==> config.mk <==
export PLATFORM = sky130hd
export DESIGN_NAME = mux_rr_arbiter
export DESIGN_NICKNAME = d
export VERILOG_FILES = /design/src/rtl/mux_rr_arbiter.sv
export SDC_FILE = /design/constraint.sdc
export NUM_CORES = 1
export LEC_CHECK = 0
export ABC_AREA = 1
export CELL_PAD_IN_SITES_DETAIL_PLACEMENT = 1
export CELL_PAD_IN_SITES_GLOBAL_PLACEMENT = 2
export CORE_MARGIN = 2
export CORE_UTILIZATION = 30
export CTS_CLUSTER_SIZE = 20
export DETAILED_ROUTE_END_ITERATION = 7
export GPL_TIMING_DRIVEN = 1
export PLACE_DENSITY_LB_ADDON = 0.1
export SLEW_MARGIN = 10
export SYNTH_ARGS = -nofsm -noshare
export SYNTH_HDL_FRONTEND = slang
export SYNTH_SLANG_ARGS = --single-unit
==> constraint.sdc <==
create_clock -name clk_i -period 2.3 [get_ports clk_i]
set_clock_uncertainty 0.05 [all_clocks]
set_input_delay 0.46 -clock clk_i [delete_from_list [all_inputs] [get_ports clk_i]]
set_output_delay 0.46 -clock clk_i [all_outputs]
set_load 0.02 [all_outputs]
==> src/rtl/mux_rr_arbiter.sv <==
// Round-robin arbiter that shares one 4-to-1 mux datapath among four requesters.
// Grants are held until done, request drop, or the HOLD_MAX timeout.
module mux_rr_arbiter #(
    parameter int CNT_WIDTH = 4,
    parameter int HOLD_MAX  = 15
) (
    input  logic       clk_i,
    input  logic       rst_i,
    input  logic [3:0] req_i,
    input  logic       done_i,
    output logic [3:0] grant_o,
    output logic [1:0] select_o,
    output logic       valid_o,
    output logic       timeout_o
);

    typedef enum logic {
        IDLE,
        GRANT
    } arbState_e;

    localparam bit                   TIMEOUT_EN = (HOLD_MAX != 0);
    localparam logic [CNT_WIDTH-1:0] HOLD_LAST  = CNT_WIDTH'(HOLD_MAX - 1);

    arbState_e            state_q, state_d;
    logic [1:0]           ptr_q, ptr_d;
    logic [1:0]           own_q, own_d;
    logic [CNT_WIDTH-1:0] holdCnt_q, holdCnt_d;
    logic [3:0]           grant_q, grant_d;
    logic [1:0]           select_q, select_d;
    logic                 valid_q, valid_d;
    logic                 timeout_q, timeout_d;

    logic                 relDone, relDrop, relTimeout, release_w;
    logic [2:0]           search;

    // Returns {found, index} of the first set request scanning upward from start.
    function automatic logic [2:0] findWinner(input logic [3:0] req, input logic [1:0] start);
        logic       found;
        logic [1:0] idx;
        logic [1:0] win;
        found = 1'b0;
        win   = start;
        for (int k = 0; k < 4; k++) begin
            idx = start + 2'(k);
            if (!found && req[idx]) begin
                found = 1'b1;
                win   = idx;
            end
        end
        return {found, win};
    endfunction

    always_comb begin
        state_d    = state_q;
        ptr_d      = ptr_q;
        own_d      = own_q;
        holdCnt_d  = holdCnt_q;
        grant_d    = grant_q;
        select_d   = select_q;
        valid_d    = valid_q;
        timeout_d  = 1'b0;
        relDone    = done_i;
        relDrop    = !req_i[own_q];
        relTimeout = TIMEOUT_EN && (holdCnt_q == HOLD_LAST);
        release_w  = relDone || relDrop || relTimeout;
        search     = findWinner(req_i, (state_q == IDLE) ? ptr_q : own_q + 2'd1);

        unique case (state_q)
            IDLE: begin
                if (search[2]) begin
                    state_d   = GRANT;
                    own_d     = search[1:0];
                    grant_d   = 4'b0001 << search[1:0];
                    select_d  = search[1:0];
                    valid_d   = 1'b1;
                    holdCnt_d = '0;
                end else begin
                    grant_d = 4'b0000;
                    valid_d = 1'b0;
                end
            end
            GRANT: begin
                if (release_w) begin
                    // The releasing owner is searched last, so it only wins when alone.
                    ptr_d     = own_q + 2'd1;
                    timeout_d = relTimeout && !relDone && !relDrop;
                    holdCnt_d = '0;
                    if (search[2]) begin
                        own_d    = search[1:0];
                        grant_d  = 4'b0001 << search[1:0];
                        select_d = search[1:0];
                        valid_d  = 1'b1;
                    end else begin
                        state_d = IDLE;
                        grant_d = 4'b0000;
                        valid_d = 1'b0;
                    end
                end else begin
                    holdCnt_d = holdCnt_q + 1'b1;
                end
            end
            default: state_d = IDLE;
        endcase
    end

    always_ff @(posedge clk_i) begin
        if (rst_i) begin
            state_q   <= IDLE;
            ptr_q     <= 2'd0;
            own_q     <= 2'd0;
            holdCnt_q <= '0;
            grant_q   <= 4'b0000;
            select_q  <= 2'd0;
            valid_q   <= 1'b0;
            timeout_q <= 1'b0;
        end else begin
            state_q   <= state_d;
            ptr_q     <= ptr_d;
            own_q     <= own_d;
            holdCnt_q <= holdCnt_d;
            grant_q   <= grant_d;
            select_q  <= select_d;
            valid_q   <= valid_d;
            timeout_q <= timeout_d;
        end
    end

    assign grant_o   = grant_q;
    assign select_o  = select_q;
    assign valid_o   = valid_q;
    assign timeout_o = timeout_q;

endmodule

---- Word level (Yosys, flattened, before mapping) ----
Index checks and enable logic that the tools add are counted.
storage, ports and cells
  input port bits ......................... 7
  output and inout bits ................... 8
  flip-flop bits (word level) ............. 17
operators by class
  magnitude comparators ................... 5
  $add $sub $neg .......................... 5
  multiplexer cells ....................... 35
  bitwise operators ....................... 2
  shifts and indexed selects .............. 1
  equal/unequal tests ..................... 3
  reductions and logical operators ........ 14
operators with widths
  kind                                                number
  two-way mux 2 bit                                   8
  two-way mux 4 bit                                   4
  one-hot mux 4 bit (2 select lines)                  2
  < comparator 2 x 3 -> 1 bit, second input constant  5
  two-way mux 1 bit                                   12
  binary-select mux 1 bit (select 2 bit)              5
  one-hot mux 2 bit (2 select lines)                  2
  logical AND 1 bit                                   5
  zero test 1 bit                                     5
  adder 2 x 1 -> 2 bit, second input constant         2
  adder 2 bit, second input constant                  2
  adder 4 x 1 -> 4 bit, second input constant         1
  equality test 4 bit, second input constant          1
  one-hot mux 1 bit (2 select lines)                  2
  << shifter 1 x 2 -> 4 bit, first input constant     1
  OR reduction 3 bit                                  1
  logical OR 1 bit                                    2
  != test 2 x 1 -> 1 bit, second input constant       1
  != test 2 bit, second input constant                1
  NOT 1 bit                                           2
  AND reduction 2 bit                                 1

---- Logic depth before layout (Yosys ltp) ----
Gate-level depths: netlist of the first run.
  depth after elaboration ................. 18
  depth in mapped cells ................... 17
  mapped depth without buffers ............ 15

---- Least setup slack after synthesis of the first run ----
Ideal clock, no wire load.
  path kind ............................... register to register
  start ................................... register own_q[0]
  end ..................................... register own_q[0]
  stages on the path, launching flop included .. 15
  library setup time ...................... 0.130 ns
  period minus slack after synthesis ...... 1.891 ns
  data arrival time ....................... 1.711 ns
  path slack .............................. 0.409 ns
  required time ........................... 2.120 ns
  cell sequence ........................... dfxtp_1 > nand2_2 > nand2_4 > buf_8 > nand2_1 > nand2_1 > nand3_2 > nand2_4 > nand2_2 > nor2_4 > nand2_4 > nand2_4 > nor2_4 > a21oi_1 > nor2_1
on the way
  cells in the longest elaborated chain, start to end .. 17
  elaborated cells on any way between the ends .. 35
RTL lines
  what                                                           line  text
  from (decl)                                                    27    logic [1:0] own_q, own_d;
  from (signal assigned)                                         120   own_q <= own_d;
  branches (longest 17 deep; another with adder 2 x 1 -> 2 bit)  n/a
Several ways; the timed one is not identified. The select of a mux whose other input is x is not followed.
A chain may end at the register's enable or synchronous reset.

---- Worst setup path in the final report of the first run ----
  start ................................... input port req_i[2]
  end ..................................... register own_q[0]
on the way
  cells in the longest elaborated chain, start to end .. 15
  elaborated cells on any way between the ends .. 30
RTL lines
  what                                                           line    text
  from (decl)                                                    9       input logic [3:0] req_i,
  binary-select mux 1 bit (select 2 bit)                         46      if (!found && req[idx]) begin
  two-way mux 1 bit (implied by the code)                        46
  two-way mux 1 bit                                              46
  zero test 1 bit                                                46
  logical AND 1 bit                                              46
  two-way mux 1 bit                                              46
  zero test 1 bit                                                46
  logical AND 1 bit                                              46
  two-way mux 1 bit                                              46
  zero test 1 bit                                                46
  logical AND 1 bit                                              46
  two-way mux 2 bit / two-way mux 1 bit (equally long branches)  46
  two-way mux 2 bit                                              71, 89
  two-way mux 2 bit                                              84      if (release_w) begin
  one-hot mux 2 bit (2 select lines)                             69      unique case (state_q)
Several ways; a longest one is shown, not always the timed one. The select of a mux whose other input is x is not followed.

==> flow_summary.yaml, run 1 <==
cts:
  h-tree-depth: 1
  root_buffer: "clkbuf_8"
  cts_inserted_buffers: 3
  tritoncts: "yes"
  post_cts_buffers: 0
  path_clk_slew_ps: 60
  clockBufferDepth: 2
  cts.sinks: 15
  clk_latency_ps: 240
power_and_ir_drop:
  power_density_nw_per_um2: 1180
  p_switching_mw: 0.902
  p_leak_nw: 0.669
  combinationalPowerShare_pct: 65.6
  p_clk_share_pct: 12.1
  intPower_mw: 0.852
  seq_power_share_pct: 22.4
  swShare_pct: 51.4
  peakVddDrop_mv: 0.451
global_routing:
  use_met3_pct: 2.47
  grt_use_met2_pct: 27.9
  grt_util_all_layers_pct: 16.2
  grt_max_degree: 15
  grt_overflow_total: 0
  grt_pass1_wl_um: 5770
  met1_usage_pct: 21.9
  grt_busiest_layer: "met2"
  antenna_found_initial: 0
  grt_pass1_vias: 1225
detailed_routing:
  detail_route.drc_violations: 0
  drtIter0Drc: 49
  wirelength_um: 3320
  dr.pass1.iters: 4
  wire_per_inst_um: 13.4
  viasPerCell: 4.81
  vias: 1189
  ant_nets: 0
outcome:
  outcome: "completed"
setup_path:
  r2r_start: "own_q[1]$_SDFFE_PP0P_"
  crit_slowest_cell: "clkdlybuf4s50_1"
  worstSetupPathType: "in2reg"
  crit_family: "buffers and inverters"
  critPathRequiredTime_ps: 2360
  crit_chain: "clkdlybuf4s50_1 -> inv_1 -> a21oi_1 -> o21ai_1 -> a21o_1 -> nor2_2 -> inv_2 -> nor2_4 -> inv_2 -> nand2_4 -> nor2_4 -> a21oi_1 -> nor2_1"
  cp.depth: 13
  critPathArrivalTime_ps: 2110
  critPathCapture: "own_q[0]$_SDFFE_PP0P_"
  rr_worst_depth: 14
  end_kind: "flip-flop"
  r2r_setup_slack_ps: 300
  slowest_delay_ps: 480
  worstPathMaxFanout: 5
  critical_path_buf_inv_count: 4
  cp-startpoint: "req_i[2]"
  r2r-end: "grant_o[1]$_SDFFE_PP0N_"
  startpoint_type: "input pin"
sta:
  clock.fmax_ghz: 0.488
  slew_violations: 0
  finalSetupViolCount: 0
  fin_crit_ps: 2050
  max_slew_margin_pct: 59.6
  hold_violations: 0
  final.setup.tns_ps: 0
  rsz0062_at_grt: "no"
  tightest_slew_ps: 604
  setup_slack_ps: 252
  fin_crit_sh_pct: 89.0
cells_and_area:
  antenna_cells: 0
  area_growth_pct: 21.0
  fillers: 502
  drive_gt1_share_pct: 27.9
  final_cell_mix: "nand2_1 (52), nand3_1 (17), nand2_2 (14), clkdlybuf4s50_1 (14)"
  fin_area_um2: 1480
  layout_commonest_cell: "nand2_1"
  nNetsFinal: 207
floorplan:
  die_y_um: 67.9
  start_util_pct: 30.9
  io_pins: 15
  dieArea_um2: 4610
  std_cell_rows: 23
  die_w_um: 67.9
  core-area_um2: 3970
yosys:
  syn_avg_cell_area_um2: 6.93
  synth_nets: 186
  yosys.cell_types.count: 31
  yosys_warnings: 0
  seq_area_frac_synth_pct: 24.5
  muxShareOfSynthArea_pct: 0
  synthAdderAreaFrac_pct: 2.04
  synthSimpleGateAreaFrac_pct: 53.2
  synth_compound_area_share_pct: 10.4
  syn_inst: 177
  synth_top_family_by_area: "simple AND/OR/NAND/NOR gates"
  ys_seq_elements: 15
  yosys-top-cells-area: "dfxtp_1 (24%), nand2_1 (16%), nand3_2 (7.3%)"
  netlist.area_leader.share_pct: 24.5
  synthXorXnorAreaFrac_pct: 1.43
  synth.cell_area_um2: 1230
  yosysTopAreaCell: "dfxtp_1"
hold_path:
  whs_path_depth: 2
  hold_class: "reg2reg"
place:
  dp_hpwl_um: 2700
  dpl_worst_slack_ps: 4.39
  placed_area_um2: 1440
  routabilityCongestion: 0.733
  port_buffers: 14
job:
  max_cap_violations: 0
## cells in the mapped netlist
master    instances
nor2_2            2
nor4_1            1
a21oi_1          13
nand2_1          52
ha_1              2
xor2_1            1
nand2_4           6
nand4_4           1
nand2_2          14
a21oi_2           2
or2_1             2
inv_4             1
nand4_1           2
nand3_1          17
clkbuf_1          1
nor3_1            1
buf_6             1
nor2_4            4
inv_2             6
o21ai_0           1
xnor2_1           1
o21a_1            2
clkinv_1          1
nor2_1            3
a211oi_1          1
inv_1            11
nand3_2           9
a21o_1            1
dfxtp_1          15
buf_8             1
o21ai_1           2
## metal layers
| metal | part of all wire (%) | vias up |
|---|---|---|
| met5 | 0 | - |
| met4 | 0.33 | 0 |
| met3 | 1.4 | 2 |
| met2 | 48 | 8 |
| met1 | 51 | 564 |
| li1 | - | 615 |
## state kept, by name, summed over array words and instances (netlist names)
| signal | flops |
|---|---|
| grant_o | 4 |
| holdCnt_q | 4 |
| own_q | 2 |
| ptr_q | 2 |
| state_q | 1 |
| timeout_o | 1 |
| valid_o | 1 |
## tightest hold or removal path, stage by stage (launching register included)
cell	delay, ps
dfxtp_1	310
nand2_1	60
a21oi_1	50
## timing repair
item | 4_1_cts | 5_1_grt
hold buffers | 0 | 0
resized for setup | 0 | 2
setup endpoints to repair | 0 | 6
## cell type report
| class | instances | area [µm²] | area share [%] |
|---|---|---|---|
| Sequential cell | 15 | 303 | 20.4 |
| Inverter | 19 | 73.8 | 4.97 |
| Tap cell | 50 | 62.6 | 4.22 |
| Timing Repair Buffer | 19 | 178 | 12.0 |
| Clock buffer | 4 | 45.0 | 3.04 |
| Multi-Input combinational cell | 140 | 822 | 55.4 |
## worst min-delay path by stage
stage | startpoint | end | slack (ps)
floorplan | holdCnt_q[3]$_SDFFE_PP0P_ | holdCnt_q[3]$_SDFFE_PP0P_ | 410
global placement | grant_o[2]$_SDFFE_PP0N_ | grant_o[2]$_SDFFE_PP0N_ | 410
detailed placement | valid_o$_SDFFE_PP0N_ | valid_o$_SDFFE_PP0N_ | 410
CTS | grant_o[2]$_SDFFE_PP0N_ | grant_o[2]$_SDFFE_PP0N_ | 420
global route | grant_o[2]$_SDFFE_PP0N_ | grant_o[2]$_SDFFE_PP0N_ | 430
finish | grant_o[2]$_SDFFE_PP0N_ | grant_o[2]$_SDFFE_PP0N_ | 410
## metrics by stage
stage                     utilization (%)  instances  hold WS [ps]  power, mW
after floorplan                         -        177           415       1.23
after global placement               36.2        243           407       1.53
after detailed placement             36.2        243           414       1.56
after CTS                            37.3        247           423       1.77
after global routing                 37.4        247           435       1.93
final                                37.4        247           415       1.75
## power groups by stage
stage	logic [mW]	registers, mW	clock network, mW
floorplan	0.797	0.436	0
global placement	1.14	0.392	0
detailed placement	1.16	0.395	0
CTS	1.17	0.390	0.218
global route	1.29	0.403	0.235
finish	1.15	0.393	0.211
## logic make-up after synthesis
group | Yosys count
flip-flops | 15
XOR/XNOR | 2
AND/OR/NAND/NOR | 114
AO/OA/AOI/OAI | 22
buffers and inverters | 22
adder cells (fa/ha/maj) | 2
(Power assumes the default switching activity.)
==> run 2: changes to the inputs <==
clock period = 2 ns   (was 2.3 ns; I/O delays follow)
==> run 2 against run 1 <==
  * Global-route usage increased by 1.2 points
  * Total power increased by 30%
  * Wire length increased by 11%
  * Final cell count increased by 5.3%
  * Hold slack improved by 14 ps
  * Critical path depth increased by 1
==> flow_summary.yaml, run 2 (same netlist as run 1, synthesis figures left out) <==
cells_and_area:
  multi_input_area_um2: 917
  area_growth_pct: 37.7
  nNetsFinal: 220
  regArea_um2: 304
  final_cell_mix: "nand2_1 (46), nand2_2 (19), buf_4 (16), nand3_1 (15)"
  drive_gt1_share_pct: 41.0
  antenna_cells: 0
  layout_commonest_cell: "nand2_1"
  fin_area_um2: 1690
  fillers: 504
sta:
  hold_violations: 0
  fin_crit_sh_pct: 95.8
  rsz0062_at_grt: "yes"
  finalSetupViolCount: 0
  tightest_slew_ps: 443
  max_slew_margin_pct: 70.4
  whs_ps: 429
  fin_crit_ps: 1920
  clock.fmax_ghz: 0.522
  slew_violations: 0
floorplan:
  die_y_um: 67.9
  start_util_pct: 30.9
  core-area_um2: 3970
  die_w_um: 67.9
  io_pins: 15
  dieArea_um2: 4610
  std_cell_rows: 23
setup_path:
  r2r-end: "holdCnt_q[1]$_SDFFE_PP0P_"
  worstPathMaxFanout: 10
  critPathArrivalTime_ps: 2050
  rr_worst_depth: 14
  worstSetupPathType: "reg2reg"
  critPathRequiredTime_ps: 2130
  startpoint_type: "flip-flop"
  end_kind: "flip-flop"
  r2r_start: "state_q$_SDFF_PP0_"
  r2r_setup_slack_ps: 80
cts:
  clk_latency_ps: 250
  h-tree-depth: 1
  cts.sinks: 15
  path_clk_slew_ps: 70
  cts-hold-fix-buffers: 0
  clockBufferDepth: 2
  tritoncts: "yes"
  cts_inserted_buffers: 3
  root_buffer: "clkbuf_8"
power_and_ir_drop:
  p_leak_nw: 0.762
  power_density_nw_per_um2: 1360
  peakVddDrop_mv: 0.541
global_routing:
  grt_pass1_vias: 1294
  grt_use_met2_pct: 33.0
  met1_usage_pct: 20.6
  grt_busiest_layer: "met2"
  grt_util_all_layers_pct: 17.4
  grt_pass1_wl_um: 6070
  grt_overflow_total: 0
  use_met3_pct: 3.29
  antenna_found_initial: 0
  grt_max_degree: 11
detailed_routing:
  wire_per_inst_um: 14.2
  drtIter0Drc: 5
  vias: 1248
  ant_nets: 0
  wirelength_um: 3690
  viasPerCell: 4.80
  dr.pass1.iters: 4
  detail_route.drc_violations: 0
place:
  port_buffers: 14
  placed_area_um2: 1500
  dp_hpwl_um: 2860
  routabilityCongestion: 0.746
hold_path:
  min_to: "valid_o$_SDFFE_PP0N_"
  hold_class: "reg2reg"
  whs_path_depth: 1
  hold_path.startpoint: "valid_o$_SDFFE_PP0N_"
job:
  max_cap_violations: 0
outcome:
  outcome: "completed"
==> run 2: changes by cell type in the layout (fill, tap and decap cells not counted), sizes merged <==
cell	previous run	this run
buf	5	17
clkdlybuf4s50	14	12
dlymetal6s2s	0	2
nand2	72	73
==> run 2: per-stage QoR <==
step           power [mW]  setup slack [ps]  TNS, ps  utilization [%]  instances
6_report             2.29              83.1        0             42.5        260
3_5_place_dp         1.86              -234    -1980             37.8        250
5_1_grt              2.48             -66.1     -312             42.5        260
2_1_floorplan        1.42               109        0                -        177
4_1_cts              2.15              2.12        0             39.3        255
3_3_place_gp         1.82              -166    -1360             37.8        250
==> run 2: timing repair <==
item / CTS / global route
setup buffers: 0 / 5
endpoints found under the setup margin: 3 / 12
pin swaps: 1 / 13
gates cloned: 1 / 0
gates resized for setup: 4 / 24
==> run 2: per-layer routing <==
| layer | part of all wire, % | up-vias |
|---|---|---|
| met5 | 0 | - |
| met4 | 0.27 | 0 |
| met3 | 2.0 | 2 |
| met2 | 53 | 12 |
| met1 | 45 | 590 |
| li1 | - | 644 |
==> run 2: power breakdown <==
group          total [mW]  internal [mW]  switching [mW]  leakage, nW
logic                1.59          0.604           0.981        0.615
registers           0.443          0.378          0.0641        0.124
clock network       0.259          0.141           0.118       0.0228
==> run 2: worst max-delay path by stage <==
stage / cells after the start / startpoint / slack [ps] / end
2_1_floorplan: 14 / own_q[0]$_SDFFE_PP0P_ / 110 / own_q[0]$_SDFFE_PP0P_
3_3_place_gp: 13 / req_i[1] / -170 / own_q[1]$_SDFFE_PP0P_
3_5_place_dp: 13 / req_i[1] / -230 / own_q[1]$_SDFFE_PP0P_
4_1_cts: 15 / state_q$_SDFF_PP0_ / 2 / own_q[1]$_SDFFE_PP0P_
5_1_grt: 14 / state_q$_SDFF_PP0_ / -70 / grant_o[0]$_SDFFE_PP0N_
6_report: 14 / state_q$_SDFF_PP0_ / 80 / holdCnt_q[1]$_SDFFE_PP0P_
==> run 2: area by class of cell <==
class | instances | area share [%]
inverter | 19 | 4.37
tap | 50 | 3.71
multi-input combinational | 141 | 54.3
clock buffer | 4 | 2.67
timing repair buffer | 31 | 16.9
sequential | 15 | 18.0
==> run 2: worst max-delay path, stage by stage, from the launching register on <==
cell and delay (ps):
dfxtp_2 330, buf_12 140, inv_4 80, nand2_4 80
nand2_8 100, nand2_2 80, nand2_4 90, nand2_2 80
nand2_4 130, nand2_2 80, nor2_4 140, nand2_4 80
nor2_4 150, nand2_1 80, a21oi_2 130
